$ cat config.mk
export PLATFORM = sky130hd
export DESIGN_NAME = core_ctrl_flat
export DESIGN_NICKNAME = d
export VERILOG_FILES = /design/src/rtl/core_ctrl_if.sv /design/src/rtl/core_ctrl.sv /design/src/flat_wrapper.sv
export SDC_FILE = /design/constraint.sdc
export NUM_CORES = 1
export LEC_CHECK = 0
export ABC_CLOCK_PERIOD_IN_PS = 8300
export CAP_MARGIN = 20
export CORE_MARGIN = 3
export CORE_UTILIZATION = 40
export DETAILED_ROUTE_END_ITERATION = 10
export SLEW_MARGIN = 20
export SYNTH_ARGS = -nofsm -noshare
export SYNTH_HDL_FRONTEND = slang
export SYNTH_SLANG_ARGS = --single-unit
$ cat constraint.sdc
create_clock -name clk -period 8.3 [get_ports clk]
set_input_delay 1.66 -clock clk [delete_from_list [all_inputs] [get_ports clk]]
set_output_delay 1.66 -clock clk [all_outputs]
set_load 0.005 [all_outputs]
$ cat src/rtl/core_ctrl_if.sv
// core_ctrl_if: host-side data/handshake and core-side instruction bus of the layer sequencer.
interface core_ctrl_if #(parameter int bw = 4, parameter int row = 8);
  logic start;
  logic [10:0] num_x;
  logic [3:0] num_k;
  logic in_valid;
  logic [bw*row-1:0] in_data;
  logic in_ready;
  logic ofifo_valid;
  logic [33:0] inst;
  logic [bw*row-1:0] D_xmem;
  logic busy;
  logic done;
  modport master(input start, num_x, num_k, in_valid, in_data, ofifo_valid, output in_ready, inst, D_xmem, busy, done);
  modport slave(output start, num_x, num_k, in_valid, in_data, ofifo_valid, input in_ready, inst, D_xmem, busy, done);
endinterface

$ cat src/rtl/core_ctrl.sv
// core_ctrl: layer instruction sequencer; loads xmem, then per kernel tile loads weights,
// streams activations, executes and drains OFIFO into pmem.
module core_ctrl #(
  parameter int row = 8,
  parameter int col = 8,
  parameter int bw = 4,
  parameter int W_BASE = 1024
) (
  input logic clk,
  input logic reset,
  core_ctrl_if.master bus
);
  typedef enum logic [3:0] {IDLE, XWR, WWR, KL0, KLD, XL0, EXE, DRAIN, DONE} state_t;
  state_t state;
  logic [10:0] cnt, nx, pa, wlen, wbase;
  logic [3:0] k, nk;
  logic [bw*row-1:0] din;
  logic acc;
  // inst layout: [32]CEN_P [31]WEN_P [30:20]A_P [19]CEN_X [18]WEN_X [17:7]A_X [6]OFIFO_RD [3]L0_RD [2]L0_WR [1]EXEC [0]LOAD
  localparam logic [33:0] IDLE_INST = {1'b0, 2'b11, 11'd0, 2'b11, 11'd0, 7'd0};
  function automatic logic [33:0] mk(logic cx, logic wx, logic [10:0] ax, logic cp, logic wp,
                                     logic [10:0] ap, logic of, logic lr, logic lw, logic ex, logic ld);
    return {1'b0, cp, wp, ap, cx, wx, ax, of, 2'b00, lr, lw, ex, ld};
  endfunction
  assign wlen = 11'(nk) * 11'(row);
  assign wbase = 11'(W_BASE) + 11'(k) * 11'(row);
  assign din = bus.in_data;
  assign acc = bus.in_valid & bus.in_ready;
  // inst is emitted one edge after the state/counter position that produces it
  always_ff @(posedge clk or negedge reset)
    if (!reset) begin
      state <= IDLE;
      cnt <= '0;
      nx <= '0;
      nk <= '0;
      k <= '0;
      pa <= '0;
      bus.inst <= IDLE_INST;
      bus.D_xmem <= '0;
      bus.in_ready <= 1'b0;
      bus.busy <= 1'b0;
      bus.done <= 1'b0;
    end else begin
      bus.inst <= IDLE_INST;
      bus.done <= 1'b0;
      case (state)
        IDLE: if (bus.start && !bus.done) begin
          nx <= bus.num_x;
          nk <= bus.num_k;
          cnt <= '0;
          k <= '0;
          pa <= '0;
          if (bus.num_x == 11'd0 || bus.num_k == 4'd0) bus.done <= 1'b1;
          else begin
            state <= XWR;
            bus.in_ready <= 1'b1;
            bus.busy <= 1'b1;
          end
        end
        XWR, WWR: if (acc) begin
          bus.inst <= mk(1'b0, 1'b0, state == XWR ? cnt : 11'(W_BASE) + cnt, 1'b1, 1'b1, 11'd0, 1'b0, 1'b0, 1'b0, 1'b0, 1'b0);
          bus.D_xmem <= din;
          cnt <= cnt + 11'd1;
          if (cnt == (state == XWR ? nx : wlen) - 11'd1) begin
            cnt <= '0;
            state <= state == XWR ? WWR : KL0;
            bus.in_ready <= (state == XWR);
          end
        end
        KL0: begin
          bus.inst <= mk(cnt == 11'(row), 1'b1, cnt < 11'(row) ? wbase + cnt : 11'd0, 1'b1, 1'b1, 11'd0, 1'b0, 1'b0, cnt != 11'd0, 1'b0, 1'b0);
          cnt <= cnt == 11'(row) ? 11'd0 : cnt + 11'd1;
          if (cnt == 11'(row)) state <= KLD;
        end
        KLD: begin
          bus.inst <= cnt < 11'(row) ? mk(1'b1, 1'b1, 11'd0, 1'b1, 1'b1, 11'd0, 1'b0, 1'b1, 1'b0, 1'b0, 1'b1) : IDLE_INST;
          cnt <= cnt == 11'(row + col - 1) ? 11'd0 : cnt + 11'd1;
          if (cnt == 11'(row + col - 1)) state <= XL0;
        end
        XL0: begin
          bus.inst <= mk(cnt == nx, 1'b1, cnt < nx ? cnt : 11'd0, 1'b1, 1'b1, 11'd0, 1'b0, 1'b0, cnt != 11'd0, 1'b0, 1'b0);
          cnt <= cnt == nx ? 11'd0 : cnt + 11'd1;
          if (cnt == nx) state <= EXE;
        end
        EXE: begin
          bus.inst <= mk(1'b1, 1'b1, 11'd0, 1'b1, 1'b1, 11'd0, 1'b0, 1'b1, 1'b0, 1'b1, 1'b0);
          cnt <= cnt == nx - 11'd1 ? 11'd0 : cnt + 11'd1;
          if (cnt == nx - 11'd1) state <= DRAIN;
        end
        DRAIN: if (bus.ofifo_valid) begin
          bus.inst <= mk(1'b1, 1'b1, 11'd0, 1'b0, 1'b0, pa, 1'b1, 1'b0, 1'b0, 1'b0, 1'b0);
          pa <= pa + 11'd1;
          cnt <= cnt + 11'd1;
          if (cnt == nx - 11'd1) begin
            cnt <= '0;
            k <= k + 4'd1;
            state <= k == nk - 4'd1 ? DONE : KL0;
          end
        end
        DONE: begin
          bus.done <= 1'b1;
          bus.busy <= 1'b0;
          state <= IDLE;
        end
        default: state <= IDLE;
      endcase
    end
endmodule

$ cat src/flat_wrapper.sv
// flat-port wrapper written by rule: the top's interface ports become plain ports
module core_ctrl_flat 
#(
  parameter int row = 8,
  parameter int col = 8,
  parameter int bw = 4,
  parameter int W_BASE = 1024
)
  (clk, reset, bus_start, bus_num_x, bus_num_k, bus_in_valid, bus_in_data, bus_ofifo_valid, bus_in_ready, bus_inst, bus_D_xmem, bus_busy, bus_done);
  core_ctrl_if #(.bw(bw), .row(row)) bus_i ();
  input logic clk;
  input logic reset;
  input wire logic [$bits(bus_i.start)-1:0] bus_start;
  input wire logic [$bits(bus_i.num_x)-1:0] bus_num_x;
  input wire logic [$bits(bus_i.num_k)-1:0] bus_num_k;
  input wire logic [$bits(bus_i.in_valid)-1:0] bus_in_valid;
  input wire logic [$bits(bus_i.in_data)-1:0] bus_in_data;
  input wire logic [$bits(bus_i.ofifo_valid)-1:0] bus_ofifo_valid;
  output wire logic [$bits(bus_i.in_ready)-1:0] bus_in_ready;
  output wire logic [$bits(bus_i.inst)-1:0] bus_inst;
  output wire logic [$bits(bus_i.D_xmem)-1:0] bus_D_xmem;
  output wire logic [$bits(bus_i.busy)-1:0] bus_busy;
  output wire logic [$bits(bus_i.done)-1:0] bus_done;
  assign bus_i.start = bus_start;
  assign bus_i.num_x = bus_num_x;
  assign bus_i.num_k = bus_num_k;
  assign bus_i.in_valid = bus_in_valid;
  assign bus_i.in_data = bus_in_data;
  assign bus_i.ofifo_valid = bus_ofifo_valid;
  assign bus_in_ready = bus_i.in_ready;
  assign bus_inst = bus_i.inst;
  assign bus_D_xmem = bus_i.D_xmem;
  assign bus_busy = bus_i.busy;
  assign bus_done = bus_i.done;
  core_ctrl #(.row(row), .col(col), .bw(bw), .W_BASE(W_BASE)) u_core (.clk(clk), .reset(reset), .bus(bus_i));
endmodule
=== Word-level counts from Yosys, hierarchy flattened ===
Index checks and enable logic that the tools add are counted.

* Add/subtract/negate cells: 9
* Order comparisons: 2
* Equal/unequal tests: 24
* Multiplexer cells: 45
* Bitwise gates (word level): 1
* Reduce and logical (&&, ||, !) cells: 20

{| class="wikitable"
|+ Operators with widths
! operator !! number
|-
| 34-bit case mux with 6 select lines || 1
|-
| 11-bit 2-to-1 mux || 13
|-
| 11-bit case mux with 7 select lines || 1
|-
| 4-bit 2-to-1 mux || 15
|-
| 11-bit equality test || 3
|-
| 33-bit 2-to-1 mux || 1
|-
| 4-bit case mux with 7 select lines || 1
|-
| 11-bit by 1-bit adder with 11-bit output, second input constant || 2
|-
| 11-bit by 4-bit equality test with 1-bit output, second input constant || 2
|-
| 11-bit case mux with 2 select lines || 1
|-
| 11-bit by 1-bit subtractor with 11-bit output, second input constant || 2
|-
| 20-bit 2-to-1 mux || 1
|-
| 4-bit by 3-bit equality test with 1-bit output, second input constant || 4
|-
| 2-bit by 1-bit inequality test with 1-bit output, second input constant || 8
|-
| 11-bit adder || 1
|-
| 11-bit adder, first input constant || 1
|-
| 11-bit by 7-bit adder with 11-bit output, first input constant || 1
|-
| 11-bit zero test || 1
|-
| 11-bit less-than comparator || 1
|-
| 11-bit by 4-bit less-than comparator with 1-bit output, second input constant || 1
|-
| 11-bit nonzero test || 1
|-
| 10-bit AND reduction || 1
|-
| 4-bit by 2-bit equality test with 1-bit output, second input constant || 2
|-
| 4-bit zero test || 2
|-
| 20 further kinds || 34
|}

* Register bits after elaboration: 114
* Input bits: 52
* Output and inout port bits: 69

=== Longest topological paths before layout ===
* Depth after elaboration: 7
* Depth in mapped cells: 13
* Mapped depth without buffers: 11

=== Least setup slack after synthesis ===
Ideal clock, no wire load.

* Kind: register -> register
* From: reg u_core.state[1]
* To: reg u_core.state[0]
* Setup time: 125 ps
* Arrival: 3488 ps
* Data required time: 8175 ps
* Slack: 4687 ps
* Stages on the path, launching flop included: 14
* Path buffers: 2
* Period minus slack after synthesis: 3613 ps
* Cell sequence: dfrtp_1 nor4b_2 clkbuf_1 nand2_1 ha_1 xnor2_1 or4_1 nand3_1 o21ai_0 a2111oi_1 a21oi_1 buf_2 nor2_1 mux2_2

* Longest elaborated chain between the ends: 6
* Elaborated cells on any way between the ends: 27
* Those cells by class: add/sub (1); eq/ne (18); mux (5); reduce/logical (3)

{| class="wikitable"
|+ Ends and longest elaborated chain
! what !! RTL line !! source
|-
| start, declared || core_ctrl.sv:14 || <nowiki>state_t state;</nowiki>
|-
| start signal, assigned || core_ctrl.sv:66 || <nowiki>state <= state == XWR ? WWR : KL0;</nowiki>
|-
| start signal, assigned || core_ctrl.sv:97 || <nowiki>state <= k == nk - 4'd1 ? DONE : KL0;</nowiki>
|-
| 4-bit by 1-bit equality test with 1-bit output || core_ctrl.sv:46, core_ctrl.sv:64, core_ctrl.sv:66 ||
|-
| 11-bit 2-to-1 mux || core_ctrl.sv:64 || <nowiki>if (cnt == (state == XWR ? nx : wlen) - 11'd1) begin</nowiki>
|-
| 11-bit by 1-bit subtractor with 11-bit output || core_ctrl.sv:64 ||
|-
| 11-bit equality test || core_ctrl.sv:64 ||
|-
| 2-bit by 1-bit inequality test with 1-bit output (no source line) || - ||
|-
| 10-bit AND reduction (no source line) || - ||
|}

Parallel ways exist; a longest one is shown, timed or not. The select of a mux whose other input is x is not followed.
A chain may end at the register's enable or synchronous reset.

=== Worst setup path after layout ===
* From: reg u_core.state[0]
* To: reg u_core.cnt[7]

* Longest elaborated chain between the ends: 7
* Elaborated cells on any way between the ends: 20
* Those cells by class: add/sub (1); eq/ne (11); mux (4); reduce/logical (4)

{| class="wikitable"
|+ Ends and longest elaborated chain
! what !! RTL line !! source
|-
| 4-bit by 1-bit equality test with 1-bit output || core_ctrl.sv:46, core_ctrl.sv:64 ||
|-
| 11-bit 2-to-1 mux || core_ctrl.sv:64 ||
|-
| 11-bit by 1-bit subtractor with 11-bit output || core_ctrl.sv:64 ||
|-
| 11-bit equality test || core_ctrl.sv:64 ||
|-
| 11-bit 2-to-1 mux || core_ctrl.sv:64 ||
|-
| 11-bit 2-to-1 mux || core_ctrl.sv:60 || <nowiki>XWR, WWR: if (acc) begin</nowiki>
|-
| 11-bit case mux with 7 select lines || core_ctrl.sv:46 || <nowiki>case (state)</nowiki>
|-
| end signal, assigned || core_ctrl.sv:63 || <nowiki>cnt <= cnt + 11'd1;</nowiki>
|-
| end signal, assigned || core_ctrl.sv:72 || <nowiki>cnt <= cnt == 11'(row) ? 11'd0 : cnt + 11'd1;</nowiki>
|-
| end signal, assigned || core_ctrl.sv:77 || <nowiki>cnt <= cnt == 11'(row + col - 1) ? 11'd0 : cnt + 11'd1;</nowiki>
|-
| end, declared || core_ctrl.sv:15 || <nowiki>logic [10:0] cnt, nx, pa, wlen, wbase;</nowiki>
|}

Parallel ways exist; a longest one is shown, timed or not. The select of a mux whose other input is x is not followed.

==> load_flow_metrics.sql <==
INSERT INTO impl_metrics (metric_group, metric, value, unit) VALUES
('synthesis', 'synth.ff_latch_count', '110', ''),
('route', 'overall_via_count_from_detail_route', '4939', ''),
('route', 'met3_wirelength', '687', 'µm'),
('clocking', 'max-clock-path-buffers', '2', ''),
('sta', 'tns', '0', 'ns'),
('clocking', 'cts_repair_resize_count', '0', ''),
('placed_design', 'pre_cts_slack', '4.22', 'ns'),
('sta', 'finalWorstPathRequiredPeriod', '3.90', 'ns'),
('power', 'ir_drop', '0.126', 'mV'),
('critical_path', 'timing.critical_path.required', '8.52', 'ns'),
('sta', 'timing.final.ws_setup', '4.40', 'ns'),
('layout', 'finish.net_count', '797', ''),
('route', 'drt.antenna.violating_nets', '0', ''),
('critical_path', 'arrival', '4.12', 'ns'),
('sta', 'post-route-period-util', '47.0', '%'),
('clocking', 'cts.clk_slew.worst_paths', '0.07', 'ns'),
('outcome', 'outcome', 'completed', ''),
('route', 'drt-total-wl', '15.4', 'mm'),
('global_routing', 'first_global_vias', '4837', ''),
('layout', 'final_design_area_no_fill', '0.00767', 'mm²'),
('route', 'initial_drc_count', '383', ''),
('global_routing', 'overflow', '0', ''),
('sta', 'worst_pin_slew', '1.02', 'ns'),
('placed_design', 'dpl-instance-area', '0.00737', 'mm²'),
('die', 'die_y', '129', 'µm'),
('route', 'firstDrtPassIters', '5', ''),
('sta', 'unrepaired_setup_endpoints_after_global_routing', 'no', ''),
('sta', 'finalMaxSlewViolations', '0', ''),
('placed_design', 'place.detailed.hpwl', '11.5', 'mm'),
('global_routing', 'track_usage', '18.6', '%'),
('placed_design', 'io_buffers', '117', ''),
('sta', 'finalHoldViolations', '0', ''),
('synthesis', 'yosys.cell_types.count', '71', ''),
('placed_design', 'replace_congestion', '0.857', ''),
('hold_path', 'timing.hold.worst.class', 'flip-flop to flip-flop', ''),
('die', 'die_w', '129', 'µm'),
('synthesis', 'synth_warnings', '0', ''),
('die', 'io-pin-count', '121', ''),
('clocking', 'post_cts_buffers', '0', ''),
('synthesis', 'synth_area_per_cell', '9.73', 'µm²'),
('clocking', 'worstSkewPairLatency', '0.36', 'ns'),
('synthesis', 'synth_ff_type', 'dfrtp_1', ''),
('critical_path', 'crit_path_max_fanout', '16', ''),
('synthesis', 'synth-edff-count', '0', ''),
('global_routing', 'grt_pass1_wl', '24.7', 'mm'),
('synthesis', 'syn-instance-count', '626', ''),
('clocking', 'tritoncts', 'built', ''),
('sta', 'skew', '0.0112', 'ns'),
('sta', 'setup_viol', '0', ''),
('layout', 'drive_above_1_share', '9.90', '%'),
('critical_path', 'timing.critical_path.from_type', 'flip-flop', ''),
('sta', 'max_freq', '256', 'MHz'),
('die', 'rows', '44', ''),
('synthesis', 'async_reset_ff_share', '100', '%'),
('clocking', 'clock-sinks', '110', ''),
('synthesis', 'synth_seq_area_share', '45.2', '%'),
('route', 'drc_errors', '0', ''),
('clocking', 'hold_buf_cts', '0', ''),
('synthesis', 'synth_top_cell_area_share', '43.9', '%'),
('clocking', 'cts_htree_levels', '3', ''),
('layout', 'area_delta_synth_final', '25.9', '%'),
('synthesis', 'synth.cell_area', '0.00609', 'mm²'),
('synthesis', 'library_cell_occupying_the_most_area_in_the_post_synthesis_netlist', 'dfrtp_1', ''),
('route', 'wl_met2', '7.33', 'mm'),
('clocking', 'ctsRootBufferMaster', 'clkbuf_16', ''),
('die', 'die_area', '0.0168', 'mm²'),
('critical_path', 'worst-setup-path-type', 'flip-flop to flip-flop', ''),
('layout', 'num_antenna_cells', '0', ''),
('route', 'routed_wl_per_cell', '16.9', 'µm'),
('critical_path', 'crit_path_end_kind', 'flip-flop', ''),
('die', 'start_util', '41.5', '%'),
('clocking', 'total_clock_buffers_created_by_cts', '9', ''),
('sta', 'timing.max_slew.rel_slack', '31.7', '%'),
('global_routing', 'grt_antenna_before_repair', '0', ''),
('power', 'power_per_cell_area', '130', 'mW/mm²'),
('flow_run', 'cap_viol_max_count', '0', ''),
('power', 'power.static_leakage', '3.49', 'nW'),
('global_routing', 'grt_max_degree', '75', ''),
('route', 'dr.max_layer_used', 'met4', ''),
('die', 'core', '0.0147', 'mm²'),
('route', 'avgViaCountPerCell', '5.42', ''),
('synthesis', 'netlist_top_cells_area', 'dfrtp_1 (44%), mux2_2 (6.3%), ha_1 (4.5%), nand2_1 (4.5%), xnor2_1 (2.9%)', ''),
('route', 'wirelength_met1', '7.17', 'mm');
## where the power goes
group	switching, mW	internal, mW	total (mW)	leakage (nW)
clock	0.209	0.217	0.425	0.142
combinational	0.0155	0.0221	0.0377	1.93
sequential	0.00114	0.536	0.537	1.42
## critical path, stage by stage, from the launching register on
cell and delay [ns]:
dfrtp_1 0.59, nor4b_2 0.27, buf_4 0.25, nand2_1 0.08, ha_1 0.27, xnor2_1 0.17
or4_1 0.48, nand3_1 0.09, o21ai_0 0.08, a2111oi_1 0.60, a21oi_1 0.16, buf_4 0.22
o21ai_1 0.35, o211ai_1 0.16
## area by class of cell
cell class                      count  area, µm²
Fill cell                        1300       7030
Multi-Input combinational cell    453       3090
Sequential cell                   110       2760
Timing Repair Buffer              122       1210
Clock buffer                       10        239
Tap cell                          184        230
Inverter                           26       97.6
Clock inverter                      6       55.1
## placed cells by master, fill, tap and decap left out, types with 5 or more instances in the layout
cell type,netlist,final
o221ai_1,5,5
and3_1,9,9
a22o_1,5,5
nand2_1,73,73
or2_2,5,5
nor4_1,10,9
o211ai_1,11,11
and2_1,20,20
dfrtp_1,107,107
clkbuf_16,0,9
ha_1,22,22
a31oi_1,13,13
o21ai_0,34,34
nor2b_1,7,7
xor2_1,18,18
nor2_1,39,38
o21a_1,6,6
clkdlybuf4s50_1,0,116
nor3_1,11,11
inv_1,26,26
nand3_1,21,21
buf_4,4,6
a21oi_1,12,12
mux2_2,34,34
xnor2_1,20,20
## metrics by stage
step	total power, mW	util [%]	cells	hold slack [ns]
after floorplan	0.551	-	628	0.459
after global placement	0.586	50.2	895	0.486
after detailed placement	0.587	50.2	895	0.494
after CTS	1.01	52.2	911	0.512
after global routing	1.04	52.2	911	0.529
final	1.00	52.2	911	0.506
## layer usage
metal	vias up	global-route usage [%]
li1	2399	-
met1	2388	25.2
met2	134	30.6
met3	18	3.83
met4	0	5.13
met5	-	0
## flip-flops by register name, indices dropped and copies added, names as in the netlist, 4 cells and up
signal             cells
u_core.bus.D_xmem     32
u_core.k               4
u_core.cnt            11
u_core.bus.inst       30
u_core.nx             11
u_core.nk              4
u_core.state           4
u_core.pa             11
## cell usage after synthesis (18+ instances only)
master    count
and2_1       20
mux2_2       34
dfrtp_1     107
clkbuf_1     31
ha_1         22
nor2_1       39
nand2_1      73
o21ai_0      34
inv_1        26
xnor2_1      20
nand3_1      21
xor2_1       18
## logic make-up after synthesis
| group | synth area share (%) |
|---|---|
| XOR/XNOR | 5.83 |
| flip-flops | 45.2 |
| AO/OA/AOI/OAI | 13.2 |
| multiplexers | 6.94 |
| other | 0.0615 |
| AND/OR/NAND/NOR | 19.5 |
| adder cells (fa/ha/maj) | 4.85 |
| buffers and inverters | 4.41 |
## final timing paths
kind / startpoint / to / slack, ns / cells past startpoint
min in group asynchronous: reset / u_core.bus.inst[6] / 1.25 / 1
setup / recovery: u_core.state[0] / u_core.cnt[7] / 4.40 / 13
hold / removal: u_core.pa[9] / u_core.pa[9] / 0.51 / 1
setup reg to reg: u_core.state[0] / u_core.cnt[7] / 4.40 / 13
hold reg to reg: u_core.pa[9] / u_core.pa[9] / 0.51 / 1
max in group asynchronous: reset / u_core.cnt[4] / 5.76 / 2
Note: power is estimated with default switching activity, not from simulation.
